## src/rtl/byte_cmd_encoder_if.sv

```systemverilog
// byte_cmd_encoder_if: command ingress, byte egress and status signals of byte_cmd_encoder
`timescale 1ns/1ps
interface byte_cmd_encoder_if;
    logic [23:0] WriteAddr;
    logic [31:0] WriteData;
    logic        WriteDataValid;
    logic        Ready;
    logic [7:0]  ED;
    logic        EValid;
    logic        Rdyn;
    logic        Busy;
    modport master (output WriteAddr, WriteData, WriteDataValid, Rdyn, input Ready, ED, EValid, Busy);
    modport slave  (input WriteAddr, WriteData, WriteDataValid, Rdyn, output Ready, ED, EValid, Busy);
endinterface

```

## src/rtl/byte_cmd_encoder.sv

```systemverilog
// byte_cmd_encoder: buffers addr/data write commands and serializes each into a 7-byte MSB-first frame
`timescale 1ns/1ps
module byte_cmd_encoder #(
    parameter int CMD_FIFO_DEPTH      = 4,
    parameter int CMD_FIFO_DEPTH_LOG2 = 2,
    parameter int GAP_CYCLES          = 0
) (
    input logic Clk,
    input logic Rst,
    byte_cmd_encoder_if.slave bus
);
    typedef enum logic [1:0] {IDLE, SEND, GAP} state_t;
    state_t state, state_nxt;
    logic [55:0] mem [CMD_FIFO_DEPTH];
    logic [CMD_FIFO_DEPTH_LOG2-1:0] wr_ptr, rd_ptr;
    logic [CMD_FIFO_DEPTH_LOG2:0] count;
    logic [55:0] shreg;
    logic [2:0] idx;
    logic [7:0] gap_cnt;
    logic has_cmd, push, pop, xfer, last, gap_load;
    assign has_cmd = count != '0;
    assign bus.Ready = count != (CMD_FIFO_DEPTH_LOG2+1)'(CMD_FIFO_DEPTH);
    assign push = bus.WriteDataValid && bus.Ready;
    assign bus.EValid = state == SEND;
    assign bus.ED = shreg[55:48];
    assign bus.Busy = has_cmd || state != IDLE;
    assign xfer = bus.EValid && !bus.Rdyn;
    assign last = xfer && idx == 3'd6;
    always_ff @(posedge Clk) begin
        if (Rst) state <= IDLE;
        else state <= state_nxt;
    end
    always_comb begin
        state_nxt = state;
        if (state == IDLE && has_cmd) state_nxt = SEND;
        else if (last) state_nxt = GAP_CYCLES > 0 ? GAP : (has_cmd ? SEND : IDLE);
        else if (state == GAP && gap_cnt == 8'd1) state_nxt = IDLE;
    end
    // back-to-back frames pop on the last transfer so the next first byte follows without a bubble
    always_comb begin
        pop = has_cmd && (state == IDLE || (last && GAP_CYCLES == 0));
        gap_load = last && GAP_CYCLES > 0;
    end
    always_ff @(posedge Clk) begin
        if (push) mem[wr_ptr] <= {bus.WriteAddr, bus.WriteData};
    end
    always_ff @(posedge Clk) begin
        if (Rst) begin
            wr_ptr <= '0;
            rd_ptr <= '0;
            count <= '0;
        end else begin
            if (push) wr_ptr <= wr_ptr + 1'b1;
            if (pop) rd_ptr <= rd_ptr + 1'b1;
            count <= count + (CMD_FIFO_DEPTH_LOG2+1)'(push) - (CMD_FIFO_DEPTH_LOG2+1)'(pop);
        end
    end
    always_ff @(posedge Clk) begin
        if (Rst) begin
            shreg <= '0;
            idx <= '0;
            gap_cnt <= '0;
        end else begin
            if (pop) begin
                shreg <= mem[rd_ptr];
                idx <= '0;
            end else if (xfer && !last) begin
                shreg <= {shreg[47:0], 8'h00};
                idx <= idx + 3'd1;
            end
            if (gap_load) gap_cnt <= 8'(GAP_CYCLES);
            else if (state == GAP) gap_cnt <= gap_cnt - 8'd1;
        end
    end
endmodule

```

## src/flat_wrapper.sv

```systemverilog
// flat-port wrapper written by rule: the top's interface ports become plain ports
module byte_cmd_encoder_flat 
#(
    parameter int CMD_FIFO_DEPTH      = 4,
    parameter int CMD_FIFO_DEPTH_LOG2 = 2,
    parameter int GAP_CYCLES          = 0
)
  (Clk, Rst, bus_WriteAddr, bus_WriteData, bus_WriteDataValid, bus_Rdyn, bus_Ready, bus_ED, bus_EValid, bus_Busy);
  byte_cmd_encoder_if bus_i ();
  input logic Clk;
  input logic Rst;
  input wire logic [$bits(bus_i.WriteAddr)-1:0] bus_WriteAddr;
  input wire logic [$bits(bus_i.WriteData)-1:0] bus_WriteData;
  input wire logic [$bits(bus_i.WriteDataValid)-1:0] bus_WriteDataValid;
  input wire logic [$bits(bus_i.Rdyn)-1:0] bus_Rdyn;
  output wire logic [$bits(bus_i.Ready)-1:0] bus_Ready;
  output wire logic [$bits(bus_i.ED)-1:0] bus_ED;
  output wire logic [$bits(bus_i.EValid)-1:0] bus_EValid;
  output wire logic [$bits(bus_i.Busy)-1:0] bus_Busy;
  assign bus_i.WriteAddr = bus_WriteAddr;
  assign bus_i.WriteData = bus_WriteData;
  assign bus_i.WriteDataValid = bus_WriteDataValid;
  assign bus_i.Rdyn = bus_Rdyn;
  assign bus_Ready = bus_i.Ready;
  assign bus_ED = bus_i.ED;
  assign bus_EValid = bus_i.EValid;
  assign bus_Busy = bus_i.Busy;
  byte_cmd_encoder #(.CMD_FIFO_DEPTH(CMD_FIFO_DEPTH), .CMD_FIFO_DEPTH_LOG2(CMD_FIFO_DEPTH_LOG2), .GAP_CYCLES(GAP_CYCLES)) u_core (.Clk(Clk), .Rst(Rst), .bus(bus_i));
endmodule
```

## config.mk

```make
export PLATFORM = sky130hd
export DESIGN_NAME = byte_cmd_encoder_flat
export DESIGN_NICKNAME = d
export VERILOG_FILES = /design/src/rtl/byte_cmd_encoder_if.sv /design/src/rtl/byte_cmd_encoder.sv /design/src/flat_wrapper.sv
export SDC_FILE = /design/constraint.sdc
export NUM_CORES = 1
export LEC_CHECK = 0
export CAP_MARGIN = 0
export CORE_MARGIN = 2
export CORE_UTILIZATION = 40
export CTS_BUF_LIST = sky130_fd_sc_hd__clkbuf_2 sky130_fd_sc_hd__clkbuf_4 sky130_fd_sc_hd__clkbuf_8
export DETAILED_ROUTE_END_ITERATION = 12
export GPL_TIMING_DRIVEN = 0
export HOLD_SLACK_MARGIN = 0.08
export MAX_ROUTING_LAYER = met4
export SYNTH_ARGS = -nofsm -noshare
export SYNTH_HDL_FRONTEND = slang
export SYNTH_SLANG_ARGS = --single-unit
```

## constraint.sdc

```tcl
create_clock -name Clk -period 3.2 [get_ports Clk]
set_input_delay 0.8 -clock Clk [delete_from_list [all_inputs] [get_ports Clk]]
set_output_delay 0.8 -clock Clk [all_outputs]
set_load 0.1 [all_outputs]
```

==> results by group <==
Clock network
  – TritonCTS Buffers: 47
  – CTS tree: built
  – Clk_lat worst skew: approximately 0.54 ns
  – Clock tree buffer depth: 3
  – Setup repair bufs after CTS: 0
  – Hold_buf cts: 0
  – CTS clk-pin slew, worst paths: about 0.06 ns
  – Clk root buf: clkbuf_8
  – H-tree Lvls: 2
  – CTS sink cnt: ~300

Placed design
  – Dpl cells: between 1000 and 1500
  – Pre-CTS WS: around 0.18 ns
  – Final HPWL DP: about 15 mm
  – Final GP Congestion: ~0.82
  – Dpl cell area: approximately 0.012 mm2
  – PortBufs: slightly below 70

Layout
  – Finished layout cell area: between 0.01 and 0.015 mm2
  – Final cell count without fillers: about 1200
  – Layout area overhead: 19.7%
  – ANT cells: 0
  – Final net count: about 800
  – Layout cells sized above 1: between 20% and 30%
  – Post-layout util: roughly half

Yosys
  – Synth async-reset ratio: 0%
  – Largest cells by area after synthesis: edfxtp_1 (60%), dfxtp_1 (12%), mux4_2 (11%), mux2i_1 (4.4%), a211oi_1 (2.6%)
  – Post-synth top area cell: edfxtp_1
  – Syn_nets: between 600 and 700
  – Post-synth EDFFs: about 220
  – Syn Inst Count: about 620
  – Yosys cell types: 32
  – Post-synthesis sequential area ratio: between 70% and 80%
  – Synth Area per Inst: around 18 um2
  – Warning count from the yosys run: 0
  – Ys flop type: edfxtp_1
  – #FFs+latches synth: 293
  – Count leader, synth: edfxtp_1
  – Yosys top cell area share: about 60%
  – Netlist Area Pre-Place: ~0.011 mm2
  – Commonest cells post-synth: edfxtp_1 (224), dfxtp_1 (69), mux4_2 (56), nor2_1 (56), mux2i_1 (49)

Critical path
  – Crit path max-delay family: buffers and inverters
  – Slowest cell on crit path: clkdlybuf4s50_1
  – Worst-path cell chain: nor2_1 > nand2_1 > clkdlybuf4s50_1
  – CP Data Required Time: between 2 and 2.5 ns
  – CP peak stage delay: around 1.1 ns
  – Buf/Inv on CP: 1
  – Arrival @ worst endpoint: approximately 2.3 ns
  – Worst setup EP type: output port
  – Startpoint types: flip-flop
  – CP Class: flip-flop to output port
  – Crit Path Max Fanout: 5

Global routing
  – Global route overflow: 0
  – Largest net degree at the start of global routing: 34
  – GRT met1 Usage: roughly a fifth
  – Gr usage total: 16.0%
  – GR Util met2: between 20% and 30%
  – First-pass GRT wire length: 34.5 mm
  – GR peak layer: met2
  – Vias in the first global route: about 6300
  – Initial antenna violation count: 0
  – Met3 Use GR: 2.90%

STA
  – Final Hold Fails: 0
  – Final Cycle Share: between 90% and 100%
  – Setup-failing EPs final: 0
  – WHS: between 0.4 and 0.5 ns
  – Final setup TNS: 0 ns
  – RSZ-0062 raised after global routing: false
  – Final Max Tran Viols: 0
  – Min cycle time layout: between 3 and 4 ns
  – Worst setup margin: approximately 0.12 ns
  – Fmax: 0.325 GHz
  – Slew HR: about a third
  – Final setup skew: between 0.015 and 0.02 ns
  – Actual slew at the worst max-slew pin: roughly 0.97 ns

Power
  – Total Power: ~12 mW
  – Power per Cell Area: roughly 880 mW/mm2
  – Peak supply drop: between 0.2 and 0.3 mV
  – Pleak: 4.70 nW

Floorplan
  – Die Area: 0.0295 mm2
  – Initial Util: around two fifths
  – Core Box Area: approximately 0.028 mm2
  – I/O Pins: roughly 70
  – Chip Height: about 170 um
  – Die width: 172 um
  – Rows: about 60

Hold path
  – Min-delay worst type: flip-flop to flip-flop

Outcome
  – Run status: complete, no violations

Routing
  – # DRC: 0
  – 1st-iter DRT viols: 317
  – Antenna Nets Post-Route: 0
  – Final wirelength: ~22 mm
  – Vias/cell: about 5.0
  – Via count: roughly 5800
  – DR WL/cell: 19.0 um
  – First drt pass iteration count: 4

Run
  – Max-Cap Viols: 0
==> state kept, by name (all words and copies together), names as in the netlist, named ones only <==
register and count:
u_core.mem 224, u_core.shreg 56, u_core.count 3, u_core.idx 3, u_core.rd_ptr 2, u_core.wr_ptr 2
u_core.state 1
==> cell families (layout without fill, tap and decap cells) <==
group                      Yosys count  count (layout)  synth area share, %
DFF                                293             293                 72.1
xor gates and xnor gates             7               7                0.545
adders and majority gates            8               8                0.957
and+or+nand+nor                     95              95                 3.71
muxes                              105             105                 15.6
buffers and inverters               52             207                 2.67
AOI/OAI and AO/OA                   62              62                 4.43
==> repair_timing <==
item	in CTS	in global routing
endpoints found under the hold margin	0	0
endpoints found under the setup margin	1	0
resized for setup	1	0
==> power by group <==
part / total, mW / switching (mW) / internal, mW
sequential: 5.16 / 0.317 / 4.84
combinational: 3.50 / 2.05 / 1.44
clock: 3.24 / 1.36 / 1.87
==> placed cells by master (no fill, tap or decap), types with 3 or more instances in the layout <==
master           netlist  layout
buf_6                  3       3
a211oi_1              39      39
ha_1                   7       7
nor3_1                 3       3
buf_2                 18      18
clkbuf_8               0      54
a211oi_2              10      10
edfxtp_1             224     224
xnor2_1                6       6
and2_4                 0       4
dfxtp_1               69      69
nor2_1                56      56
buf_4                 16      16
mux4_2                56      56
clkbuf_4               0      23
clkbuf_1               9       9
inv_1                  5       5
nand2_1               14      14
buf_12                 0       4
clkdlybuf4s50_1        0      68
mux2i_1               49      49
a21oi_1               10      10
nand3_1                9       9
==> worst paths after layout <==
check	start	endpoint	slack [ns]	depth (start not counted)
max	u_core.count[1]	bus_Ready	0.12	3
min reg2reg	u_core.shreg[3]	u_core.shreg[3]	0.48	2
min	u_core.shreg[3]	u_core.shreg[3]	0.48	2
max reg2reg	u_core.idx[0]	u_core.count[2]	0.92	11
==> worst min-delay path: stages (launching register included) <==
cell and delay, ns:
dfxtp_1 0.31, nand3_1 0.06, a21oi_1 0.06
==> layout make-up <==
class                   count  area, um2
flip-flops and latches    293       8110
repair buffers             73        769
inverters                   5       18.8
fillers                  2329      14200
clock inverters             5       47.5
well taps                 378        473
plain buffers              47        282
clock buffers              77        916
multi-input cells         277       2850
==> routing by layer <==
| metal | part of all wire [%] | vias to the layer above | wire (um) |
|---|---|---|---|
| li1 | - | 2690 | - |
| met1 | 45 | 2911 | 9910 |
| met2 | 49 | 120 | 10700 |
| met3 | 4.4 | 37 | 957 |
| met4 | 1.6 | 0 | 344 |
| met5 | 0 | - | 0 |
Power figures use the tool's default switching activity.
